**config.mk**
```make
export PLATFORM = sky130hd
export DESIGN_NAME = mem_io_responder
export DESIGN_NICKNAME = d
export VERILOG_FILES = /design/src/rtl/mem_io_responder.sv
export SDC_FILE = /design/constraint.sdc
export NUM_CORES = 1
export LEC_CHECK = 0
export ABC_AREA = 1
export BUFFER_PORTS_ARGS = -buffer_cell sky130_fd_sc_hd__buf_4
export CORE_MARGIN = 2
export CORE_UTILIZATION = 45
export DETAILED_ROUTE_END_ITERATION = 16
export RECOVER_POWER = 100
export SYNTH_ARGS = -nofsm -noshare
export SYNTH_HDL_FRONTEND = slang
export SYNTH_SLANG_ARGS = --single-unit
```
**constraint.sdc**
```tcl
create_clock -name clk_in -period 3.37 [get_ports clk_in]
set_clock_uncertainty 0.05 [all_clocks]
set_input_delay 0.5055 -clock clk_in [delete_from_list [all_inputs] [get_ports clk_in]]
set_output_delay 0.5055 -clock clk_in [all_outputs]
set_load 0.01 [all_outputs]
```
**src/rtl/mem_io_responder.sv**
```systemverilog
// mem_io_responder: responder side of the CPU byte-wide memory bus.
// RAM accesses are forwarded combinationally to the external RAM macro.
// The top quarter of the 18-bit decode space (cpu_a[17:16] == 2'b11) is
// memory-mapped I/O served locally:
//   0x30000  read: pop a received UART byte (0x00 if none)
//            write: queue a non-zero byte for transmission
//   0x30004  read: snapshot the cycle counter, return byte 0
//            write: raise program_done and queue a 0x00 terminator
//   0x30005..0x30007  read: snapshot bytes 1..3
// Read data for an access appears on cpu_din in the following cycle.
module mem_io_responder #(
    parameter int TX_DEPTH = 16,
    parameter int RAM_AW   = 17
) (
    input  logic              clk_in,
    input  logic              rst_n_in,
    input  logic              rdy_in,
    input  logic [31:0]       cpu_a,
    input  logic [7:0]        cpu_dout,
    input  logic              cpu_wr,
    output logic [7:0]        cpu_din,
    output logic              io_buffer_full,
    output logic              ram_en,
    output logic              ram_we,
    output logic [RAM_AW-1:0] ram_a,
    output logic [7:0]        ram_wdata,
    input  logic [7:0]        ram_rdata,
    output logic [7:0]        tx_data,
    output logic              tx_valid,
    input  logic              tx_ready,
    input  logic [7:0]        rx_data,
    input  logic              rx_valid,
    output logic              rx_ready,
    output logic              program_done
);

    localparam int PW = $clog2(TX_DEPTH);
    localparam int CW = $clog2(TX_DEPTH + 1);

    localparam logic [17:0] ADDR_UART = 18'h30000;
    localparam logic [17:0] ADDR_CNT0 = 18'h30004;
    localparam logic [17:0] ADDR_CNT1 = 18'h30005;
    localparam logic [17:0] ADDR_CNT2 = 18'h30006;
    localparam logic [17:0] ADDR_CNT3 = 18'h30007;

    // ------------------------------------------------------------------
    // Reset conditioning: assertion is immediate, release is aligned to
    // clk_in so every register leaves reset on the same edge.
    // ------------------------------------------------------------------
    logic [1:0] rst_sync_q;
    logic       rst_n;

    // two-stage release synchroniser
    always_ff @(posedge clk_in or negedge rst_n_in) begin
        if (!rst_n_in) begin
            rst_sync_q <= 2'b00;
        end else begin
            rst_sync_q <= {rst_sync_q[0], 1'b1};
        end
    end

    assign rst_n = rst_sync_q[1];

    // ------------------------------------------------------------------
    // Address decode
    // ------------------------------------------------------------------
    logic [17:0] io_addr;
    logic        io_sel;
    logic        io_rd;
    logic        io_wr;
    logic        hit_uart;
    logic        hit_cnt0;
    logic        unused_addr_bits;

    assign io_addr  = cpu_a[17:0];
    assign io_sel   = (cpu_a[17:16] == 2'b11);
    assign io_rd    = rdy_in & io_sel & ~cpu_wr;
    assign io_wr    = rdy_in & io_sel & cpu_wr;
    assign hit_uart = (io_addr == ADDR_UART);
    assign hit_cnt0 = (io_addr == ADDR_CNT0);

    // upper CPU address bits are not decoded
    assign unused_addr_bits = ^cpu_a[31:18];

    // ------------------------------------------------------------------
    // RAM pass-through
    // ------------------------------------------------------------------
    assign ram_en    = rdy_in & ~io_sel;
    assign ram_we    = ram_en & cpu_wr;
    assign ram_a     = cpu_a[RAM_AW-1:0];
    assign ram_wdata = cpu_dout;

    // ------------------------------------------------------------------
    // IO read data and bookkeeping registers
    // ------------------------------------------------------------------
    logic        sel_q;
    logic [7:0]  io_rdata_q;
    logic [7:0]  io_rdata_next;
    logic [31:0] cycle_cnt;
    logic [31:0] snapshot;
    logic        program_done_q;

    // select the byte an IO read will return next cycle
    always_comb begin
        io_rdata_next = 8'h00;
        case (io_addr)
            ADDR_UART: io_rdata_next = rx_valid ? rx_data : 8'h00;
            ADDR_CNT0: io_rdata_next = cycle_cnt[7:0];
            ADDR_CNT1: io_rdata_next = snapshot[15:8];
            ADDR_CNT2: io_rdata_next = snapshot[23:16];
            ADDR_CNT3: io_rdata_next = snapshot[31:24];
            default:   io_rdata_next = 8'h00;
        endcase
    end

    // accepted-access state: read path select, IO data, counter, stop flag
    always_ff @(posedge clk_in or negedge rst_n) begin
        if (!rst_n) begin
            sel_q          <= 1'b1;
            io_rdata_q     <= 8'h00;
            cycle_cnt      <= 32'h0000_0000;
            snapshot       <= 32'h0000_0000;
            program_done_q <= 1'b0;
        end else if (rdy_in) begin
            sel_q     <= io_sel;
            cycle_cnt <= cycle_cnt + 32'd1;
            if (io_rd) begin
                io_rdata_q <= io_rdata_next;
            end
            // the byte-0 read latches the whole counter so the remaining
            // bytes of a dword read come from the same instant
            if (io_rd && hit_cnt0) begin
                snapshot <= cycle_cnt;
            end
            if (io_wr && hit_cnt0) begin
                program_done_q <= 1'b1;
            end
        end
    end

    assign cpu_din      = sel_q ? io_rdata_q : ram_rdata;
    assign program_done = program_done_q;

    // pop the receiver only on a real UART read; held low while in reset
    assign rx_ready = rst_n & io_rd & hit_uart & rx_valid;

    // ------------------------------------------------------------------
    // TX FIFO
    // ------------------------------------------------------------------
    logic [7:0]    fifo_mem [TX_DEPTH];
    logic [PW-1:0] wr_ptr;
    logic [PW-1:0] rd_ptr;
    logic [CW-1:0] count;
    logic          push_req;
    logic [7:0]    push_data;
    logic          push;
    logic          pop;
    logic          fifo_full;

    assign push_req  = io_wr & ((hit_uart & (cpu_dout != 8'h00)) | hit_cnt0);
    assign push_data = hit_cnt0 ? 8'h00 : cpu_dout;
    assign fifo_full = (count == CW'(TX_DEPTH));
    assign pop       = tx_valid & tx_ready;
    // a push into a full FIFO is kept only when the head leaves this cycle
    assign push      = push_req & (~fifo_full | pop);

    // storage; contents are only visible through the count-qualified head
    always_ff @(posedge clk_in) begin
        if (push) begin
            fifo_mem[wr_ptr] <= push_data;
        end
    end

    // pointers and occupancy
    always_ff @(posedge clk_in or negedge rst_n) begin
        if (!rst_n) begin
            wr_ptr <= '0;
            rd_ptr <= '0;
            count  <= '0;
        end else begin
            if (push) begin
                wr_ptr <= wr_ptr + PW'(1);
            end
            if (pop) begin
                rd_ptr <= rd_ptr + PW'(1);
            end
            case ({push, pop})
                2'b10:   count <= count + CW'(1);
                2'b01:   count <= count - CW'(1);
                default: count <= count;
            endcase
        end
    end

    assign tx_valid       = (count != '0);
    assign tx_data        = tx_valid ? fifo_mem[rd_ptr] : 8'h00;
    // two entries of headroom for CPU writes already in flight
    assign io_buffer_full = (count >= CW'(TX_DEPTH - 2));

endmodule

```
* Word-level counts from Yosys, hierarchy flattened
Memories as Yosys holds them, arrays and structs flattened. Index checks and enable logic that the tools add are counted.
Storage, ports and cells: register bits after elaboration 89, bits in latches 0, memory bits (writable) 128, ROM bits 0, logic and storage cells 58, memories kept 1
Operators by class: $add $sub $neg 5, multiply operators 0, divide/modulo/power cells 0, $lt $le $gt $ge 1, equality and inequality tests 9, shifts and indexed selects 0, muxes and demuxes 8, bitwise operators 17, reductions and logical operators 8
Memories:
- fifo_mem | depth 16, bits a word 8, rd ports 1, clocked after Yosys merged registers in 0, wr ports 1, line 150 | logic [7:0] fifo_mem [TX_DEPTH];
Operators by type and width (number):
- $eq A18 B18 Y1 const B | 5
- $pmux W8 S5 | 1
- $add A32 B1 Y32 const B | 1
- $mux W8 | 4
- $and A1 B1 Y1 | 12
- $pmux W5 S2 | 1
- $add A4 B1 Y4 const B | 2
- $reduce_bool A8 Y1 | 1
- $reduce_and A2 Y1 | 3
- $add A5 B1 Y5 const B | 1
- $eq A5 B5 Y1 const B | 1
- $ge A5 B4 Y1 const B | 1
- $reduce_bool A5 Y1 | 1
- $sub A5 B1 Y5 const B | 1
- $eq A2 B2 Y1 const B | 2
- $not A1 Y1 | 3
- $eq A2 B1 Y1 const B | 1
- $logic_and A1 B1 Y1 | 2
- $mux W1 | 2
- $or A1 B1 Y1 | 2
- $reduce_bool A2 Y1 | 1

* Depth between registers and ports, before layout
Gate-level depths: netlist of the first run.
depth in word-level cells 7, depth in mapped cells 18, depth with buffers taken out 18

* Worst setup path before layout of the first run
Ideal clock, no wire load.
kind register -> output, start register rst_sync_q[1], end output port rx_ready, arrival 2379 ps, required time 2814 ps, setup slack 435 ps, cell stages (with the launch flop) 3, cell sequence dfrtp_1 nand2_1 nor2_1
Between the ends: word-level cells in the longest chain between the ends 3
RTL lines:
- from (decl) | line 50 | logic [1:0] rst_sync_q;
- from (signal assigned) | line 58 | rst_sync_q <= {rst_sync_q[0], 1'b1};
- $and A1 B1 Y1 (3 in series) | line 145 | assign rx_ready = rst_n & io_rd & hit_uart & rx_valid;
- to (decl) | line 33 | output logic rx_ready,
No other way between the ends.

* Worst setup path after layout of the first run
start register rd_ptr[0], end output port tx_data[0]
Between the ends: word-level cells in the longest chain between the ends 2
RTL lines:
- from (decl) | line 152 | logic [PW-1:0] rd_ptr;
- from (signal assigned) | line 185 | rd_ptr <= rd_ptr + PW'(1);
- $mem_v2 Z16 W8
- $mux W8 | line 196 | assign tx_data = tx_valid ? fifo_mem[rd_ptr] : 8'h00;
- to (decl) | line 28 | output logic [7:0] tx_data,
No other way between the ends.

==> impl_metrics.env, run 1 <==
export IMPL_grtUsageMet3_pct=2.515
export IMPL_setup_tns_ps=0
export IMPL_p_per_area_mw_per_mm2=684.8
export IMPL_worst_slew_pin_slew_ps=952.9
export IMPL_synth_area_mm2=0.009811
export IMPL_cp_num_buf_inv=2
export IMPL_drc_errors=0
export IMPL_pre_cts_ws_ps=423.7
export IMPL_setup_slack_ps=242.1
export IMPL_grt_remaining_overflow=0
export IMPL_fmax_mhz=319.7
export IMPL_min_to="sel_q$_DFFE_PN1P_"
export IMPL_grt_pass1_vias=6686
export IMPL_grt_pass1_wl_um=35920
export IMPL_numCtsBuffers=24
export IMPL_synth_compound_area_share_pct=9.960
export IMPL_drt_first_iter_violations=375
export IMPL_busiest_layer="met2"
export IMPL_hold_depth=2
export IMPL_multi_input_area_mm2=0.002947
export IMPL_first_pass_iters=5
export IMPL_finalSetupViolCount=0
export IMPL_yosys_area_share_simple_pct=16.71
export IMPL_cp_top_family="compound AO/OA/AOI/OAI gates"
export IMPL_crit_required_ps=2810
export IMPL_synth_top_area_cell="edfxtp_1"
export IMPL_register_area_mm2=0.005877
export IMPL_r2r_start="cycle_cnt[0]$_DFFE_PN0P_"
export IMPL_cap_violations=0
export IMPL_wl_per_cell_um=17.08
export IMPL_synth_net_count=1016
export IMPL_ff2ff_setup_slack_ps=780
export IMPL_clk_latency_ps=520
export IMPL_antenna_left=0
export IMPL_path_depth=8
export IMPL_critPathMaxFanout=66
export IMPL_slowest_delay_ps=540
export IMPL_fin_crit_ps=3128
export IMPL_gp_congestion=0.8400
export IMPL_p_sw_mw=2.454
export IMPL_synth_xor_area_share_pct=3.201
export IMPL_clock_sinks=209
export IMPL_drt_total_wl_um=22760
export IMPL_nets=1106
export IMPL_hold_path_class="primary input to flop"
export IMPL_cts_tree="yes"
export IMPL_die_x_um=151.7
export IMPL_slew_viol_final=0
export IMPL_viasPerCell=5.028
export IMPL_r2r_end="cycle_cnt[30]$_DFFE_PN0P_"
export IMPL_ys_ff_latch=209
export IMPL_min_period_over_period_pct=92.82
export IMPL_reg2regPathDepth=10
export IMPL_cts_root_buf="clkbuf_16"
export IMPL_pin_count=109
export IMPL_antenna_found_initial=0
export IMPL_combPwrFrac_pct=25.5
export IMPL_hold_viol_final=0
export IMPL_synth_cell_types=44
export IMPL_crit_arrival_ps=2570
export IMPL_start_util_pct=45.38
export IMPL_drive_gt1_share_pct=10.84
export IMPL_dpl_cell_count=1287
export IMPL_grt_setup_unrepaired="false"
export IMPL_crit_chain="buf_4 > o21ai_0 > o22ai_1 > nor2_1 > nor2_1 > o21ai_0 > a21oi_1 > clkbuf_1"
export IMPL_synth_top_cell_area_share_pct=39.18
export IMPL_switching_share_pct=32.20
export IMPL_outcome="complete, no violations"
export IMPL_hpwlAfterDp_um=15270
export IMPL_vdd_drop_max_mv=0.4851
export IMPL_slew_headroom_pct=36.32
export IMPL_portBuffers=94
export IMPL_grt_max_degree=67
export IMPL_vias=6697
export IMPL_die_area_mm2=0.02300
export IMPL_power_frac_clock_pct=35.1
export IMPL_seqPwrFrac_pct=39.3
export IMPL_hold_worst_slack_ps=220.0
export IMPL_diodes=0
export IMPL_path_class="flop to primary output"
export IMPL_fin_util_pct=51.48
export IMPL_area_growth_pct=13.44
export IMPL_synthTopCellsByArea="edfxtp_1 (39%), dfrtp_1 (20%), nor2_1 (5.8%), inv_1 (4.2%), o21ai_0 (4.0%)"
export IMPL_netlist_instances=944
export IMPL_fin_cells=1332
export IMPL_synth_mux_area_fraction_pct=0.7142
export IMPL_grt_usage_pct=20.41
export IMPL_num_fill_cells=1997
export IMPL_leakage_nw=4.664
export IMPL_synth_fa_ha_area_share_pct=1.352
export IMPL_holdCritStartpoint="rdy_in"
export IMPL_worst_setup_path_end_kind="primary output"
export IMPL_post_cts_resized=0
export IMPL_htree_levels=1
export IMPL_use_met1_pct=27.14
export IMPL_core_area_mm2=0.02162
export IMPL_ys_seq_area_share_pct=59.85
export IMPL_rows=54
export IMPL_crit_slowest_cell="buf_4"
export IMPL_die_height_um=151.7
export IMPL_path_clk_slew_ps=60
export IMPL_yosys_warnings=0
export IMPL_p_int_mw=5.168
export IMPL_cp_start_kind="flop"
export IMPL_avgSynthCellArea_um2=10.39
export IMPL_synth_top_family_by_area="simple AND/OR/NAND/NOR gates"
export IMPL_cts_buffer_depth=3
export IMPL_use_met2_pct=35.61
==> layout make-up <==
cell class / count / area share (%)
Clock buffer: 34 / 6.183
Clock inverter: 10 / 1.315
Inverter: 119 / 4.036
Multi-Input combinational cell: 559 / 26.48
Sequential cell: 209 / 52.81
Tap cell: 280 / 3.148
Timing Repair Buffer: 121 / 6.037
==> cell usage in the layout, fill, tap and decap left out, types with 3 or more instances in the layout <==
cell type	instances
a21oi_1	35
a31oi_1	7
buf_4	55
bufinv_16	3
clkbuf_1	68
clkbuf_16	24
clkbuf_8	5
clkinv_1	4
dfrtp_1	78
edfxtp_1	128
ha_1	9
inv_1	113
mux2i_1	7
nand2_1	102
nand2_2	4
nand3_1	33
nand4_1	13
nor2_1	160
nor2_4	3
nor3_1	14
o21ai_0	84
o221ai_1	24
o22ai_1	17
xnor2_1	5
xor2_1	30
==> state kept, by name, summed over array words and instances, names as in the netlist <==
name and cells:
wr_ptr 4, program_done 1, rd_ptr 4, sel_q 1, fifo_mem 128, io_rdata_q 8
cycle_cnt 32, rst_sync_q 2, snapshot 24, count 5
==> per-stage QoR <==
stage	power, mW	instance area [um^2]
after global placement	5.132	10710
final	7.622	11130
after floorplan	4.392	9811
after detailed placement	5.159	10710
after global routing	8.047	11130
after CTS	7.855	11560
==> metal layers <==
metal  vias to the layer above  part of all wire [%]
met3                        32                   4.2
met1                      3173                    44
met5                         -                     0
met2                       149                    50
li1                       3343                     -
met4                         0                   2.0
==> timing repair <==
item / 4_1_cts / 5_1_grt
hold buffers: 1 / 0
buffers inserted: 0 / 0
endpoints found under the hold margin: 2 / 0
==> power by group through the flow <==
stage / clock network (mW) / registers, mW / logic (mW)
final: 2.68 / 3.00 / 1.95
after detailed placement: 0 / 3.05 / 2.11
after global routing: 2.83 / 3.02 / 2.20
after global placement: 0 / 3.05 / 2.08
after floorplan: 0 / 3.02 / 1.37
after CTS: 2.73 / 3.00 / 2.12
==> worst reg2reg max path, delay by kind of cell, from the launching register on <==
family	cells	cell delay (ps)
AO/OA/AOI/OAI	1	240
adder cells (fa/ha/maj)	1	160
flip-flops	1	400
AND/OR/NAND/NOR	8	1620
==> how the worst max path moves through the flow <==
stage	start	slack, ps	to
2_1_floorplan	rst_sync_q[1]$_DFF_PN0_	440	rx_ready
3_3_place_gp	cpu_a[15]	460	count[4]$_DFFE_PN0P_
3_5_place_dp	cpu_a[15]	420	count[4]$_DFFE_PN0P_
4_1_cts	rd_ptr[0]$_DFFE_PN0P_	280	tx_data[0]
5_1_grt	rd_ptr[0]$_DFFE_PN0P_	70	tx_data[6]
6_report	rd_ptr[0]$_DFFE_PN0P_	240	tx_data[0]
==> cell usage after synthesis (all sizes together) <==
cell type and count:
clkinv 3, nand2 107, o21ai 85, or2 1, ha 9, and3 1, a21oi 35, mux2i 7
xnor2 5, fa 1, xor2 30, nand4 15, dfrtp 80, a31o 1, clkbuf 16, o221ai 24
nor4 1, o31ai 1, nor3 14, o22ai 17, a31oi 7, dfstp 1, conb 1, nand3 34
nor2 163, inv 116, edfxtp 128, buf 41
==> kinds of logic (layout without fill, tap and decap cells) <==
kind of cell    after synthesis  after routing
buf+inv                     176            284
flops                       209            209
simple gates                336            336
other cells                   1              1
xor+xnor                     35             35
fa+ha+maj                    10             10
compound gates              170            170
mux                           7              7
Note: power is estimated with default switching activity, not from simulation.
==> run 2, diff against run 1 <==
Settings changed: TNS_END_PERCENT from default to 5.
Clock period 3.37 ns to 3.21 ns, I/O delays scaled along.
==> run 2 against run 1 <==
  * The run now ends with max-capacitance violations, max-slew violations left
  * Sequential cell count unchanged
  * Critical endpoint unchanged
  * Die area unchanged
  * Critical path type unchanged
  * Sequential power up 5%
==> impl_metrics.env, run 2 (synthesized netlist as in run 1, its figures left out) <==
export IMPL_cp_top_family="buffers and inverters"
export IMPL_switching_share_pct=33.07
export IMPL_clock_sinks=209
export IMPL_cp_num_buf_inv=3
export IMPL_path_clk_slew_ps=60
export IMPL_slew_headroom_pct=-18.01
export IMPL_p_int_mw=5.160
export IMPL_power_frac_clock_pct=32.2
export IMPL_p_sw_mw=2.550
export IMPL_most_common_layout_cells="nor2_1 (161), edfxtp_1 (128), inv_1 (113), nand2_1 (102), o21ai_0 (83)"
export IMPL_power_total_mw=7.710
export IMPL_finalSetupViolCount=0
export IMPL_hold_viol_final=0
export IMPL_grt_pass1_vias=6599
export IMPL_hpwlAfterDp_um=15350
export IMPL_antenna_left=0
export IMPL_crit_slowest_cell="dfrtp_2"
export IMPL_cap_violations=1
export IMPL_crit_chain="inv_2 > buf_12 > o21ai_0 > o221ai_1 > nand3_1 > a21oi_1 > clkbuf_1"
export IMPL_setup_tns_ps=0
export IMPL_rows=54
export IMPL_min_period_over_period_pct=90.99
export IMPL_wl_per_cell_um=17.25
export IMPL_htree_levels=1
export IMPL_hold_worst_slack_ps=195.7
export IMPL_final_common_cell="nor2_1"
export IMPL_path_class="flop to primary output"
export IMPL_portBuffers=94
export IMPL_worst_slew_pin_slew_ps=1770
export IMPL_vias=6743
export IMPL_r2r_start="count[1]$_DFFE_PN0P_"
export IMPL_reg2regPathDepth=17
export IMPL_die_height_um=151.7
export IMPL_post_cts_resized=0
export IMPL_viasPerCell=5.085
export IMPL_post_cts_setup_buffers=0
export IMPL_drt_total_wl_um=22870
export IMPL_start_util_pct=45.38
export IMPL_clk_latency_ps=520
export IMPL_grt_setup_unrepaired="false"
export IMPL_pin_count=109
export IMPL_diodes=0
export IMPL_die_x_um=151.7
export IMPL_cts_root_buf="clkbuf_16"
export IMPL_dpl_cell_count=1286
export IMPL_gp_congestion=0.8523
export IMPL_grt_remaining_overflow=0
export IMPL_cts_buffer_depth=3
export IMPL_slew_viol_final=72
export IMPL_leakage_nw=4.672
export IMPL_failed_checks="max-capacitance violations, max-slew violations"
export IMPL_p_per_area_mw_per_mm2=696.8
export IMPL_outcome="complete, but fails checks"
export IMPL_cp_start_kind="flop"
export IMPL_crit_arrival_ps=2390
export IMPL_antenna_found_initial=0
export IMPL_vdd_drop_max_mv=0.4091
export IMPL_seqPwrFrac_pct=40.8
export IMPL_grt_usage_pct=20.46
export IMPL_combPwrFrac_pct=27.1
export IMPL_drc_errors=0
export IMPL_top_register="fifo_mem"
export IMPL_fmax_mhz=342.4
export IMPL_grt_max_degree=72
export IMPL_core_area_mm2=0.02162
export IMPL_largest_reg_flops=128
export IMPL_reg_top3="fifo_mem x128, cycle_cnt x32, snapshot x24"
export IMPL_ff2ff_setup_slack_ps=660
export IMPL_first_pass_iters=4
export IMPL_crit_required_ps=2680
export IMPL_area_growth_pct=12.79
export IMPL_critPathMaxFanout=33
export IMPL_hold_path_class="flop to asynchronous set/reset pin"
export IMPL_drt_first_iter_violations=467
export IMPL_worst_setup_path_end_kind="primary output"
export IMPL_nets=1104
export IMPL_fin_cells=1326
export IMPL_die_area_mm2=0.02300
export IMPL_fin_crit_ps=2921
export IMPL_slowest_delay_ps=430
export IMPL_cts_tree="yes"
export IMPL_drive_gt1_share_pct=11.76
export IMPL_r2r_end="count[4]$_DFFE_PN0P_"
export IMPL_grt_pass1_wl_um=35910
export IMPL_numCtsBuffers=23
[run 2: cell types whose count changed in the layout (fill, tap and decap cells not counted), sizes merged]
cell      before  now
buf           55   62
bufinv         3    1
clkbuf        99   86
clkinvlp       0    2
[run 2: worst max-delay path by stage]
stage | to | startpoint | depth (start not counted)
global route | fifo_mem[1][0]$_DFFE_PP_ | cpu_a[11] | 11
finish | tx_data[0] | rd_ptr[0]$_DFFE_PN0P_ | 7
CTS | tx_data[0] | rd_ptr[0]$_DFFE_PN0P_ | 7
floorplan | rx_ready | rst_sync_q[1]$_DFF_PN0_ | 2
detailed placement | count[4]$_DFFE_PN0P_ | cpu_a[15] | 18
global placement | count[4]$_DFFE_PN0P_ | cpu_a[11] | 18
[run 2: worst reg2reg max path, delay by kind of cell, from the launching register on]
kind	cells	cell delay, ps
buf+inv	4	340
compound gates	1	160
flops	1	420
simple gates	11	1080
fa+ha+maj	1	380
[run 2: what timing repair did]
item,CTS,global route
hold buffers,1,0
endpoints found under the hold margin,2,0
endpoints found under the setup margin,0,0
[run 2: layout make-up]
type                       count  area [um^2]
clock buffer                  29        618.1
clock inverter                10        86.33
fill                        2080        10560
inverter                     119        449.2
multi-input combinational    559         2963
sequential                   209         5873
tap                          280        350.3
timing repair buffer         120        725.7
[run 2: routing by layer]
metal	share of wire [%]	track usage, %
met3	4.0	2.754
met5	0	0
met4	1.9	5.278
met1	45	27.48
met2	49	35.16
[run 2: power groups by stage]
stage	logic, mW	registers [mW]	clock network [mW]
final	2.09	3.14	2.48
after global routing	2.34	3.16	2.63
after CTS	2.26	3.15	2.52
after detailed placement	2.26	3.20	0
after global placement	2.24	3.20	0
after floorplan	1.44	3.18	0
[run 2: metrics by stage]
step           utilization [%]  setup WS [ps]  instance area [um^2]
4_1_cts                  52.94          291.4                 11450
6_report                 51.18          289.3                 11070
3_3_place_gp             49.64          334.6                 10730
2_1_floorplan                -          299.3                  9811
3_5_place_dp             49.64          316.8                 10730
5_1_grt                  51.18          101.5                 11070
